`src/rtl/alu_share_arbiter.sv`:
```
// Round-robin wrapper that shares one ALU between two valid/ready requesters
// and returns each result on a single tagged response channel.

module alu (
   input  logic [31:0] a,
   input  logic [31:0] b,
   input  logic [3:0]  ctrl,
   output logic [31:0] result,
   output logic        carry,
   output logic        overflow,
   output logic        zero
);

   logic [32:0] sum;
   logic [32:0] diff;

   always_comb begin
      sum      = {1'b0, a} + {1'b0, b};
      diff     = {1'b0, a} - {1'b0, b};
      result   = 32'h0;
      carry    = 1'b0;
      overflow = 1'b0;
      case (ctrl)
         4'd0: begin
            result   = sum[31:0];
            carry    = sum[32];
            overflow = (a[31] == b[31]) && (sum[31] != a[31]);
         end
         4'd1: begin
            // carry reports the unsigned borrow of a - b
            result   = diff[31:0];
            carry    = diff[32];
            overflow = (a[31] != b[31]) && (diff[31] != a[31]);
         end
         4'd2: result = a & b;
         4'd3: result = a ^ b;
         4'd4: result = a | b;
         4'd5: result = a << b[4:0];
         4'd6: result = a >> b[4:0];
         4'd7: result = {31'h0, $signed(a) < $signed(b)};
         4'd8: result = {31'h0, a < b};
         default: result = 32'h0;
      endcase
      zero = (result == 32'h0);
   end

endmodule

module alu_share_arbiter #(
   parameter int CNT_W = 16
) (
   input  logic             clk,
   input  logic             rst,
   input  logic             req0_valid,
   output logic             req0_ready,
   input  logic [31:0]      req0_a,
   input  logic [31:0]      req0_b,
   input  logic [3:0]       req0_op,
   input  logic             req1_valid,
   output logic             req1_ready,
   input  logic [31:0]      req1_a,
   input  logic [31:0]      req1_b,
   input  logic [3:0]       req1_op,
   output logic             rsp_valid,
   input  logic             rsp_ready,
   output logic             rsp_id,
   output logic [31:0]      rsp_result,
   output logic             rsp_carry,
   output logic             rsp_overflow,
   output logic             rsp_zero,
   output logic             rsp_illegal,
   output logic             busy,
   output logic [CNT_W-1:0] ops_done
);

   typedef enum logic [1:0] {IDLE, EXEC, RESP} state_t;

   state_t      state;
   state_t      next_state;
   logic        last_grant;
   logic        grant_id;
   logic        any_valid;
   logic        accept;
   logic [31:0] lat_a;
   logic [31:0] lat_b;
   logic [3:0]  lat_op;
   logic        lat_id;
   logic [31:0] alu_result;
   logic        alu_carry;
   logic        alu_overflow;
   logic        alu_zero;

   alu u_alu (
      .a        (lat_a),
      .b        (lat_b),
      .ctrl     (lat_op),
      .result   (alu_result),
      .carry    (alu_carry),
      .overflow (alu_overflow),
      .zero     (alu_zero)
   );

   // On a tie the requester that did not win last time is granted
   always_comb begin
      any_valid = req0_valid | req1_valid;
      grant_id  = (req0_valid & req1_valid) ? ~last_grant : req1_valid;
   end

   always_ff @(posedge clk or posedge rst) begin
      if (rst) state <= IDLE;
      else     state <= next_state;
   end

   always_comb begin
      next_state = state;
      accept     = 1'b0;
      req0_ready = 1'b0;
      req1_ready = 1'b0;
      case (state)
         IDLE: begin
            if (any_valid && !rst) begin
               accept     = 1'b1;
               req0_ready = ~grant_id;
               req1_ready = grant_id;
               next_state = EXEC;
            end
         end
         EXEC:    next_state = RESP;
         RESP:    if (rsp_ready) next_state = IDLE;
         default: next_state = IDLE;
      endcase
   end

   assign busy      = (state != IDLE);
   assign rsp_valid = (state == RESP);

   always_ff @(posedge clk or posedge rst) begin
      if (rst) begin
         last_grant   <= 1'b1;
         lat_a        <= 32'h0;
         lat_b        <= 32'h0;
         lat_op       <= 4'h0;
         lat_id       <= 1'b0;
         rsp_id       <= 1'b0;
         rsp_result   <= 32'h0;
         rsp_carry    <= 1'b0;
         rsp_overflow <= 1'b0;
         rsp_zero     <= 1'b0;
         rsp_illegal  <= 1'b0;
         ops_done     <= '0;
      end else begin
         if (accept) begin
            lat_a      <= grant_id ? req1_a  : req0_a;
            lat_b      <= grant_id ? req1_b  : req0_b;
            lat_op     <= grant_id ? req1_op : req0_op;
            lat_id     <= grant_id;
            last_grant <= grant_id;
         end
         if (state == EXEC) begin
            rsp_id       <= lat_id;
            rsp_result   <= alu_result;
            rsp_carry    <= alu_carry;
            rsp_overflow <= alu_overflow;
            rsp_zero     <= alu_zero;
            rsp_illegal  <= (lat_op > 4'd8);
         end
         if (state == RESP && rsp_ready)
            ops_done <= ops_done + {{(CNT_W-1){1'b0}}, 1'b1};
      end
   end

endmodule

```
`config.mk`:
```
export PLATFORM = sky130hd
export DESIGN_NAME = alu_share_arbiter
export DESIGN_NICKNAME = d
export VERILOG_FILES = /design/src/rtl/alu_share_arbiter.sv
export SDC_FILE = /design/constraint.sdc
export NUM_CORES = 1
export LEC_CHECK = 0
export BUFFER_PORTS_ARGS = -buffer_cell sky130_fd_sc_hd__buf_2
export CAP_MARGIN = 25
export CORE_UTILIZATION = 40
export CTS_CLUSTER_DIAMETER = 120
export DETAILED_ROUTE_END_ITERATION = 6
export GPL_TIMING_DRIVEN = 1
export PLACE_DENSITY_LB_ADDON = 0.05
export SYNTH_ARGS = -nofsm -noshare
export SYNTH_HDL_FRONTEND = slang
export SYNTH_SLANG_ARGS = --single-unit
```
`constraint.sdc`:
```
create_clock -name clk -period 12.9 [get_ports clk]
set_input_delay 0.645 -clock clk [delete_from_list [all_inputs] [get_ports clk]]
set_output_delay 0.645 -clock clk [all_outputs]
set_load 0.01 [all_outputs]
```
==> metrics.md <==
| Metric | Value |
|---|---|
| Sequential fraction of the synthesis area | `around a fifth` |
| Unique masters post-synth | `~110` |
| Io pins | `198` |
| Detailed-route vias per instance | `approximately 6.4` |
| Setup clock skew after layout | `0.02291 ns` |
| Final Cell Area | `between 15000 and 20000 um^2` |
| Maximum fanout encountered on the critical timing path | `69` |
| Storage cell area | `between 3000 and 4000 um^2` |
| Max Freq | `0.1867 GHz` |
| Post-detailed-placement cell area | `approximately 16000 um^2` |
| Count of buffering cells on the critical path with inverters included | `1` |
| Critical-path cell with the highest stage delay | `buf_4` |
| Average cell area after synthesis | `between 8 and 9 um^2` |
| Post-synth top area cell | `dfrtp_1` |
| LEAKAGE | `roughly 7.4 nW` |
| Fraction of layout cells with a size suffix above 1 | `between 20% and 30%` |
| Area of the multi-input gates | `10870 um^2` |
| Starting Density | `roughly two fifths` |
| Worst VDD drop | `approximately 200 uV` |
| Post-synthesis net count | `~2100` |
| Worst Max-Slew Pin Slew | `around 1.1 ns` |
| Routed via count | `approximately 16000` |
| # rows | `between 70 and 80` |
| Mapped Area | `15340 um^2` |
| Die Y-Extent | `between 150 and 200 um` |
| Flop and latch count out of synthesis | `about 130` |
| GPL Wtd Cong | `between 1 and 1.5` |
| Dominant cell type by count on the critical path | `nor4_1` |
| Maximum clock path buffer count | `2` |
| Cell internal pwr | `around 2.2 mW` |
| First-pass GRT wire length | `101.2 mm` |
| Type of the most critical hold path | `in2async` |
| Max-capacitance violation count | `0` |
| Max Transition Viols Final | `0` |
| Antenna diode count | `0` |
| Net load switching power | `~3.2 mW` |
| Clock buffer count from CTS | `17` |
| Sink count of the clock tree | `125` |
| Final total negative setup slack | `0 ns` |
| Synth-to-Final Area Change | `9.997%` |
| Category of the most critical setup path | `reg2reg` |
| Pwr per Cell Area | `about 320 nW/um^2` |
| Nets@finish | `2197` |
| Warnings, synthesis | `0` |
| Setup crit start kind | `flop` |
| DRC | `0` |
| Proportion of total power due to net switching | `around 59%` |
| Biggest cell delay along the critical path | `0.74 ns` |
| Total routed wirelength | `a little under 70 mm` |
| CTS H-tree depth | `4` |
| Initial antenna violation count | `0` |
| Async set or reset register ratio after synthesis | `100.0%` |
| Count of antenna-violating nets left after detailed routing | `0` |
| Number of hold-repair buffers added at the cts stage | `0` |
| Number of fillers in the final layout | `around 3900` |
| Global route overflow | `0` |
| Yosys top cell area share | `approximately a fifth` |
| Biggest area contributors in the synthesized netlist | `dfrtp_1, mux2i_1, ha_1` |
| Chip Width | `between 150 and 200 um` |
| Synth Instances | `~1900` |
| Crit end category | `flop` |
| TritonCTS clock tree | `done` |
| Largest delay share family, worst path | `simple AND/OR/NAND/NOR gates` |
| Number of flops mapped to enable cells by yosys | `0` |
| Comb power frac | `75.7%` |
| Most used flip-flop cell after synthesis | `dfrtp_1` |
| Number of input and output port buffers inserted | `197` |
| Total setup violations reported at the end of the flow | `0` |
| Quantity of gates resized following cts | `0` |
| Critical path data arrival time | `approximately 5.7 ns` |
| Share of the cycle needed by the critical path after routing | `between 40 and 50%` |
| Root buffer selected by CTS | `clkbuf_16` |
| Number of global-route vias before repair | `~15000` |
| Most frequent standard cell in the layout excluding fill and tap cells | `nand2_1` |
| Die area | `39150 um^2` |
| Post-detailed-route wirelength per cell | `27.49 um` |
| Internal reg-to-reg setup slack | `between 7 and 8 ns` |
| Proportion of power drawn by the clock network | `under 10%` |
| Pin count of the biggest net entering global routing | `slightly above 70` |
| CP cell instances | `buf_4 > mux2i_1 > mux4_2 > a211oi_1 > nor4_1 > o2111ai_1 > nor4_1 > and3_1 > o2111a_1 > nand4_1 > or4_1 > o31ai_2` |
| Reg power frac | `roughly 15%` |
| Outcome | `finished clean` |
| 1st-iter DRT viols | `~2000` |
| Clock insertion delay at the later pin of the skew report | `approximately 0.48 ns` |
| Relative slew margins | `between 20% and 30%` |
| Iteration count of the initial detailed-routing pass | `5` |
| Number of failing hold endpoints at the final stage | `0` |
| Unrepaired setup endpoints after global routing | `no` |
| Number of buffers inserted to repair setup after CTS | `0` |
| Minimum clock period | `between 5 and 6 ns` |
| HPWL Detailed | `about 53 mm` |
| Clock slew at the register clock pins of the worst setup and hold paths | `0.07 ns` |
| Required time of the critical path | `around 13 ns` |
| Core footprint | `37670 um^2` |
| GRT Resource Usage Total | `approximately 35%` |
| Most frequent cells in the layout | `nand2_1, buf_2, o21ai_0, mux2i_1, nor2_1` |
-- per-layer routing --
metal	track usage, %	wire length (um)	vias up
li1	-	-	7109
met1	50.70	30790	7806
met2	52.01	29240	777
met3	7.256	5891	133
met4	13.26	2269	0
met5	0	0	-
-- state kept, by name (all words and copies together), names as in the netlist --
name,cells
lat_a,32
lat_b,32
rsp_result,32
ops_done,16
lat_op,4
state,2
last_grant,1
lat_id,1
rsp_carry,1
rsp_id,1
rsp_illegal,1
rsp_overflow,1
rsp_zero,1
-- cell families after synthesis --
kind of cell	share of synthesized area, %
flops	20.39
mux	17.13
xor+xnor	1.826
fa+ha+maj	8.252
simple gates	17.05
buf+inv	9.149
compound gates	26.20
-- synthesized netlist by cell type (all sizes together), types with 12 or more instances --
master and count:
o211ai 28, a21oi 109, a2111oi 12, a221o 13, mux2i 128, ha 98
o22ai 27, buf 65, dfrtp 124, a22o 17, clkbuf 99, nand4 22
inv 103, nand3 31, o221ai 19, nor2b 17, a211oi 20, nand2b 16
a22oi 24, and3 12, mux2 22, xnor2 23, o31ai 22, o21ai 178
nor3 34, nand2 215, nor4 20, a21o 14, mux4 47, and2 16
a31oi 20, nor2 122
-- power groups by stage --
stage,Clock [mW],Combinational (mW),Sequential (mW)
final,0.487,4.04,0.812
after detailed placement,0,3.89,0.809
after global routing,0.512,4.30,0.832
after floorplan,0,2.83,0.674
after global placement,0,3.90,0.806
after CTS,0.498,3.91,0.804
-- worst reg2reg max path, cell delays in order, from the launching register on --
cell	delay (ns)
dfrtp_4	0.67
buf_4	0.75
mux2i_1	0.56
mux4_2	0.44
a211oi_1	0.10
nor4_1	0.65
o2111ai_1	0.34
nor4_1	0.37
and3_1	0.24
o2111a_1	0.25
nand4_1	0.13
or4_1	0.54
o31ai_2	0.22
-- through the flow --
stage | hold slack [ns] | setup WS [ns] | total power, mW | utilization, % | cells
2_1_floorplan | 0.4458 | 8.640 | 3.501 | - | 1866
3_3_place_gp | 0.4575 | 7.593 | 4.703 | 43.25 | 2445
3_5_place_dp | 0.4653 | 7.620 | 4.702 | 43.26 | 2446
4_1_cts | 0.2683 | 7.585 | 5.208 | 44.78 | 2478
5_1_grt | 0.3029 | 7.193 | 5.644 | 44.81 | 2480
6_report | 0.2448 | 7.543 | 5.335 | 44.81 | 2480
-- path summary, 6_finish.rpt --
kind,start,to,cells past startpoint
hold / removal,rst,ops_done[2],2
min in group clk,rsp_ready,state[1],2
setup / recovery,lat_b[1],rsp_zero,12
setup reg to reg,lat_b[1],rsp_zero,12
hold reg to reg,rsp_result[7],rsp_result[7],2
max in group asynchronous,rst,rsp_result[10],3
-- final cells by class --
cell class,count,area share [%]
inverter,104,2.342
clock buffer,17,2.520
tap,511,3.788
clock inverter,15,0.8747
multi-input combinational,1473,64.39
timing repair buffer,235,7.487
sequential,125,18.60
No activity file was read; power rests on OpenSTA's default activity.
